## config.mk

```make
export PLATFORM = sky130hd
export DESIGN_NAME = seq_restoring_divider
export DESIGN_NICKNAME = d
export VERILOG_FILES = /design/src/rtl/seq_restoring_divider.sv
export SDC_FILE = /design/constraint.sdc
export NUM_CORES = 1
export LEC_CHECK = 0
export CAP_MARGIN = 0
export CORE_ASPECT_RATIO = 1.25
export CORE_MARGIN = 10
export CORE_UTILIZATION = 49
export CTS_CLUSTER_DIAMETER = 40
export DETAILED_ROUTE_END_ITERATION = 8
export PLACE_DENSITY = 0.77
export REMOVE_ABC_BUFFERS = 1
export SLEW_MARGIN = 20
export SYNTH_ARGS = -nofsm -noshare
export SYNTH_HDL_FRONTEND = slang
export SYNTH_SLANG_ARGS = --single-unit
```

## constraint.sdc

```tcl
create_clock -name clk -period 2.3 [get_ports clk]
set_input_delay 0.69 -clock clk [delete_from_list [all_inputs] [get_ports clk]]
set_output_delay 0.69 -clock clk [all_outputs]
set_load 0.1 [all_outputs]
```

## src/rtl/seq_restoring_divider.sv

```systemverilog
// Multi-cycle unsigned restoring divider with a start/busy/done handshake.
// Each CALC cycle produces one quotient bit from a (WIDTH+1)-bit trial subtract.
module seq_restoring_divider #(
    parameter int unsigned WIDTH = 16
) (
    input  logic             clk,
    input  logic             rst_n,
    input  logic             start,
    input  logic [WIDTH-1:0] dividend,
    input  logic [WIDTH-1:0] divisor,
    output logic             busy,
    output logic             done,
    output logic [WIDTH-1:0] quotient,
    output logic [WIDTH-1:0] remainder,
    output logic             div_by_zero
);

    localparam int unsigned CNT_W = (WIDTH > 1) ? $clog2(WIDTH) : 1;

    typedef enum logic [1:0] {
        S_IDLE,
        S_CALC,
        S_DONE
    } state_t;

    state_t           r_state;
    logic [WIDTH-1:0] r_q;
    logic [WIDTH-1:0] r_rem;
    logic [WIDTH-1:0] r_dsr;
    logic [CNT_W-1:0] r_cnt;
    logic             r_busy;
    logic             r_done;
    logic             r_dbz;
    logic [WIDTH-1:0] r_quot;
    logic [WIDTH-1:0] r_remo;

    logic [WIDTH-1:0] w_rem_sh;
    logic [WIDTH:0]   w_trial;
    logic [WIDTH-1:0] w_rem_next;
    logic [WIDTH-1:0] w_q_next;
    logic             w_last;

    // r_q starts as the dividend and fills with quotient bits as dividend bits shift out.
    always_comb begin
        w_rem_sh = {r_rem[WIDTH-2:0], r_q[WIDTH-1]};
        w_trial  = {1'b0, w_rem_sh} - {1'b0, r_dsr};
        if (w_trial[WIDTH]) begin
            w_rem_next = w_rem_sh;
            w_q_next   = {r_q[WIDTH-2:0], 1'b0};
        end else begin
            w_rem_next = w_trial[WIDTH-1:0];
            w_q_next   = {r_q[WIDTH-2:0], 1'b1};
        end
        w_last = (r_cnt == CNT_W'(WIDTH - 1));
    end

    always_ff @(posedge clk) begin
        if (!rst_n) begin
            r_state <= S_IDLE;
            r_q     <= '0;
            r_rem   <= '0;
            r_dsr   <= '0;
            r_cnt   <= '0;
            r_busy  <= 1'b0;
            r_done  <= 1'b0;
            r_dbz   <= 1'b0;
            r_quot  <= '0;
            r_remo  <= '0;
        end else begin
            r_done <= 1'b0;
            case (r_state)
                S_IDLE, S_DONE: begin
                    if (start) begin
                        r_q   <= dividend;
                        r_dsr <= divisor;
                        r_rem <= '0;
                        r_cnt <= '0;
                        if (divisor == '0) begin
                            r_state <= S_DONE;
                            r_busy  <= 1'b0;
                            r_done  <= 1'b1;
                            r_quot  <= '1;
                            r_remo  <= dividend;
                            r_dbz   <= 1'b1;
                        end else begin
                            r_state <= S_CALC;
                            r_busy  <= 1'b1;
                        end
                    end else begin
                        r_state <= S_IDLE;
                    end
                end
                S_CALC: begin
                    r_q   <= w_q_next;
                    r_rem <= w_rem_next;
                    r_cnt <= r_cnt + CNT_W'(1);
                    if (w_last) begin
                        r_state <= S_DONE;
                        r_busy  <= 1'b0;
                        r_done  <= 1'b1;
                        r_quot  <= w_q_next;
                        r_remo  <= w_rem_next;
                        r_dbz   <= 1'b0;
                    end
                end
                default: begin
                    r_state <= S_IDLE;
                    r_busy  <= 1'b0;
                end
            endcase
        end
    end

    assign busy        = r_busy;
    assign done        = r_done;
    assign quotient    = r_quot;
    assign remainder   = r_remo;
    assign div_by_zero = r_dbz;

endmodule
```

==> results by group <==
Hold path
  • Hold Crit Depth: 2
  • Worst Hold Launch: r_dsr[9]$_SDFFE_PN0P_
  • Worst Hold Class: reg2reg

STA
  • Top achievable clock speed: 0.432 GHz
  • Fin. max-slew vios: 0
  • Setup TNS: -0.0257 ns
  • Final period util: 101%
  • # setup viols final: 2
  • Slew @ Worst Pin: 0.521 ns
  • RSZ-0062 raised after global routing: true
  • Tmin final: between 2 and 2.5 ns
  • Fin worst setup slack: -0.0172 ns
  • Final hold violations: 0
  • Rel. slew slack: 65.3%
  • Skew final: 0.0110 ns

Die
  • Starting density of the core: 50.9%
  • Num rows: 38
  • Total core area: 8800 um^2
  • Die Wd: 105 um
  • I/O pins: 70
  • DIE HEIGHT: 127 um
  • Die ar.: 13400 um^2

Place
  • Placed Cells: just under 800
  • IO Port Bufs: 69
  • DPL Wire Length: ~9800 um
  • Post-place setup slack: -0.617 ns
  • Routability Congestion: 0.857

Pwr
  • Pwr Density: 786 nW/um^2
  • P_leak: 2.45 nW
  • VDD IR max: 0.000337 V
  • Tot Pwr: 4.70 mW

Clock network
  • Clk_lat worst skew: 0.37 ns
  • Root Driver: clkbuf_8
  • CTS Hold Buffers Added: 0
  • Clock transition at path regs: 0.09 ns
  • Buffer depth of the longest clock path: 2
  • CTS Buf Count: 9
  • TritonCTS Sinks: 88
  • H-tree Lvls: 3
  • TritonCTS clock tree: yes

Setup path
  • CP Launch Type: flop
  • Crit path from: r_q[15]$_SDFFE_PN0P_
  • Kind of critical path: reg2reg
  • Critical Path Fanout Max: 4
  • Reg2reg start: r_q[15]$_SDFFE_PN0P_
  • R2R cell count: 11
  • Crit path DAT: 2.60 ns
  • CP Capture Type: flop
  • Critical Path RT: around 2.6 ns

Detailed routing
  • Starting DRT DRC Count: 294
  • Final ANT Viol Nets: 0
  • Routed WL: 13600 um
  • DRC viols: 0
  • Vias per cell: 5.74
  • Vias post-DR: 4567
  • Drt first pass iters: 5
  • Post-DR wirelength/cell: 17.1 um

Yosys
  • Mapped Area: roughly 4500 um^2
  • Flops & latches, synth: 88
  • Mapped Cells: ~570
  • Largest cells by area after synthesis: dfxtp_1, nand2_1, a21oi_1
  • XOR/XNOR Fraction of Synth Area: 1.17%
  • Ys async rst share: 0%
  • Register area share after synthesis: between 30 and 40%
  • YS warnings: 0
  • Share of the synthesized area in the top cell type: 39.4%
  • Area leader, netlist: dfxtp_1
  • Simple-gate share of the synthesized area: a little over a fifth
  • Synth Flop Type: dfxtp_1
  • Combinational family with the most area after synthesis: compound AO/OA/AOI/OAI gates
  • Avg Cell Area, Syn: around 8 um^2
  • Area fraction in compound gates after synthesis: 26.7%
  • Post-synth cell types: 56
  • Mux contribution to synthesized area: 0.224%
  • Synthesized-area fraction occupied by adder cells: 5.20%
  • Number of synthesized flops with an enable pin: 0

Global routing
  • Initial antenna violation count: 0
  • Gr usage total: 19.3%
  • Vias in the first global route: about 4400
  • First-pass GRT wire length: 21300 um
  • Largest net degree at the start of global routing: 51
  • GRT Residual Overflow: 0

Cells and area
  • Final Non-Filler Cells: 796
  • Most common cell after layout, fill and taps aside: nand2_1
  • Final #Nets: 724
  • Most frequent cells in the layout: nand2_1, dfxtp_1, buf_4
  • Ratio of cells with drive above 1 in the final layout: 23.1%
  • Final antenna diode count: 0
  • Area Growth Syn to Fin: 33.5%

Run status
  • Outcome: finished, violations left
  • Failing checks: setup timing

Flow run
  • MaxCap Viol Count: 0
==> sequential cells by signal, indices dropped and copies added, names as in the netlist <==
name         flops
quotient        16
r_dsr           16
r_q             16
remainder       16
r_rem           15
r_cnt            4
r_state          2
busy             1
div_by_zero      1
done             1
==> worst paths after layout <==
check	endpoint	slack [ns]
hold / removal	r_dsr[9]$_SDFFE_PN0P_	0.46
setup / recovery	remainder[10]$_SDFFE_PN0P_	-0.02
hold reg to reg	r_dsr[9]$_SDFFE_PN0P_	0.46
setup reg to reg	remainder[10]$_SDFFE_PN0P_	-0.02
==> logic make-up (layout without fill, tap and decap cells) <==
group	Yosys count	after routing
muxes	1	1
and+or+nand+nor	215	215
DFF	88	88
buffers and inverters	58	166
AOI/OAI and AO/OA	182	182
adders and majority gates	18	18
xor gates and xnor gates	6	6
==> Yosys cell counts (all sizes together) (5+ instances only) <==
cell type  instances
nor3               6
o21ai             31
nand2            101
dfxtp             88
nor2              58
a31oi              9
clkbuf            23
nand3             13
a21o               5
inv               19
a311oi            16
nand2b            12
a211oi            22
a21oi             71
ha                17
a22oi              8
buf               15
==> layout make-up <==
cell class / instances / area, um^2
Clock inverter: 5 / 63.8
Timing Repair Buffer: 130 / 1160
Tap cell: 120 / 150
Multi-Input combinational cell: 422 / 2630
Fill cell: 713 / 2820
Inverter: 20 / 75.1
Clock buffer: 11 / 141
Sequential cell: 88 / 1760
==> power by group <==
| group | total (mW) | internal [mW] | switching (mW) |
|---|---|---|---|
| clock | 1.13 | 0.542 | 0.587 |
| combinational | 1.84 | 0.690 | 1.15 |
| sequential | 1.73 | 1.64 | 0.0897 |
==> metrics by stage <==
stage | hold WS, ns | area (um^2) | util (%)
detailed placement | 0.450 | 5500 | 62.6
global route | 0.487 | 5980 | 68.0
global placement | 0.445 | 5500 | 62.6
CTS | 0.462 | 5840 | 66.4
floorplan | 0.436 | 4290 | -
finish | 0.460 | 5980 | 68.0
==> metal layers <==
layer	global-route usage, %	vias to the layer above	wire [um]
li1	-	2232	-
met1	21.6	2149	5560
met2	34.3	149	6850
met3	3.85	37	677
met4	8.70	0	480
met5	0	-	0
==> critical path, stage by stage, from the launching register on <==
cell and delay, ns:
dfxtp_2 0.35, inv_2 0.05, ha_4 0.16, fa_2 0.39, nand2b_4 0.16, buf_4 0.15, a21o_1 0.19, a211oi_2 0.20
buf_4 0.16, or3_1 0.11, nand3_2 0.10, a31oi_1 0.21
==> timing repair <==
| item | CTS | global route |
|---|---|---|
| cloned | 0 | 2 |
| pin swaps | 3 | 15 |
| setup endpoints to repair | 50 | 33 |
| buffers inserted | 1 | 2 |
| resized for setup | 25 | 16 |
| hold endpoints to repair | 0 | 0 |
No activity file was read; power rests on OpenSTA's default activity.
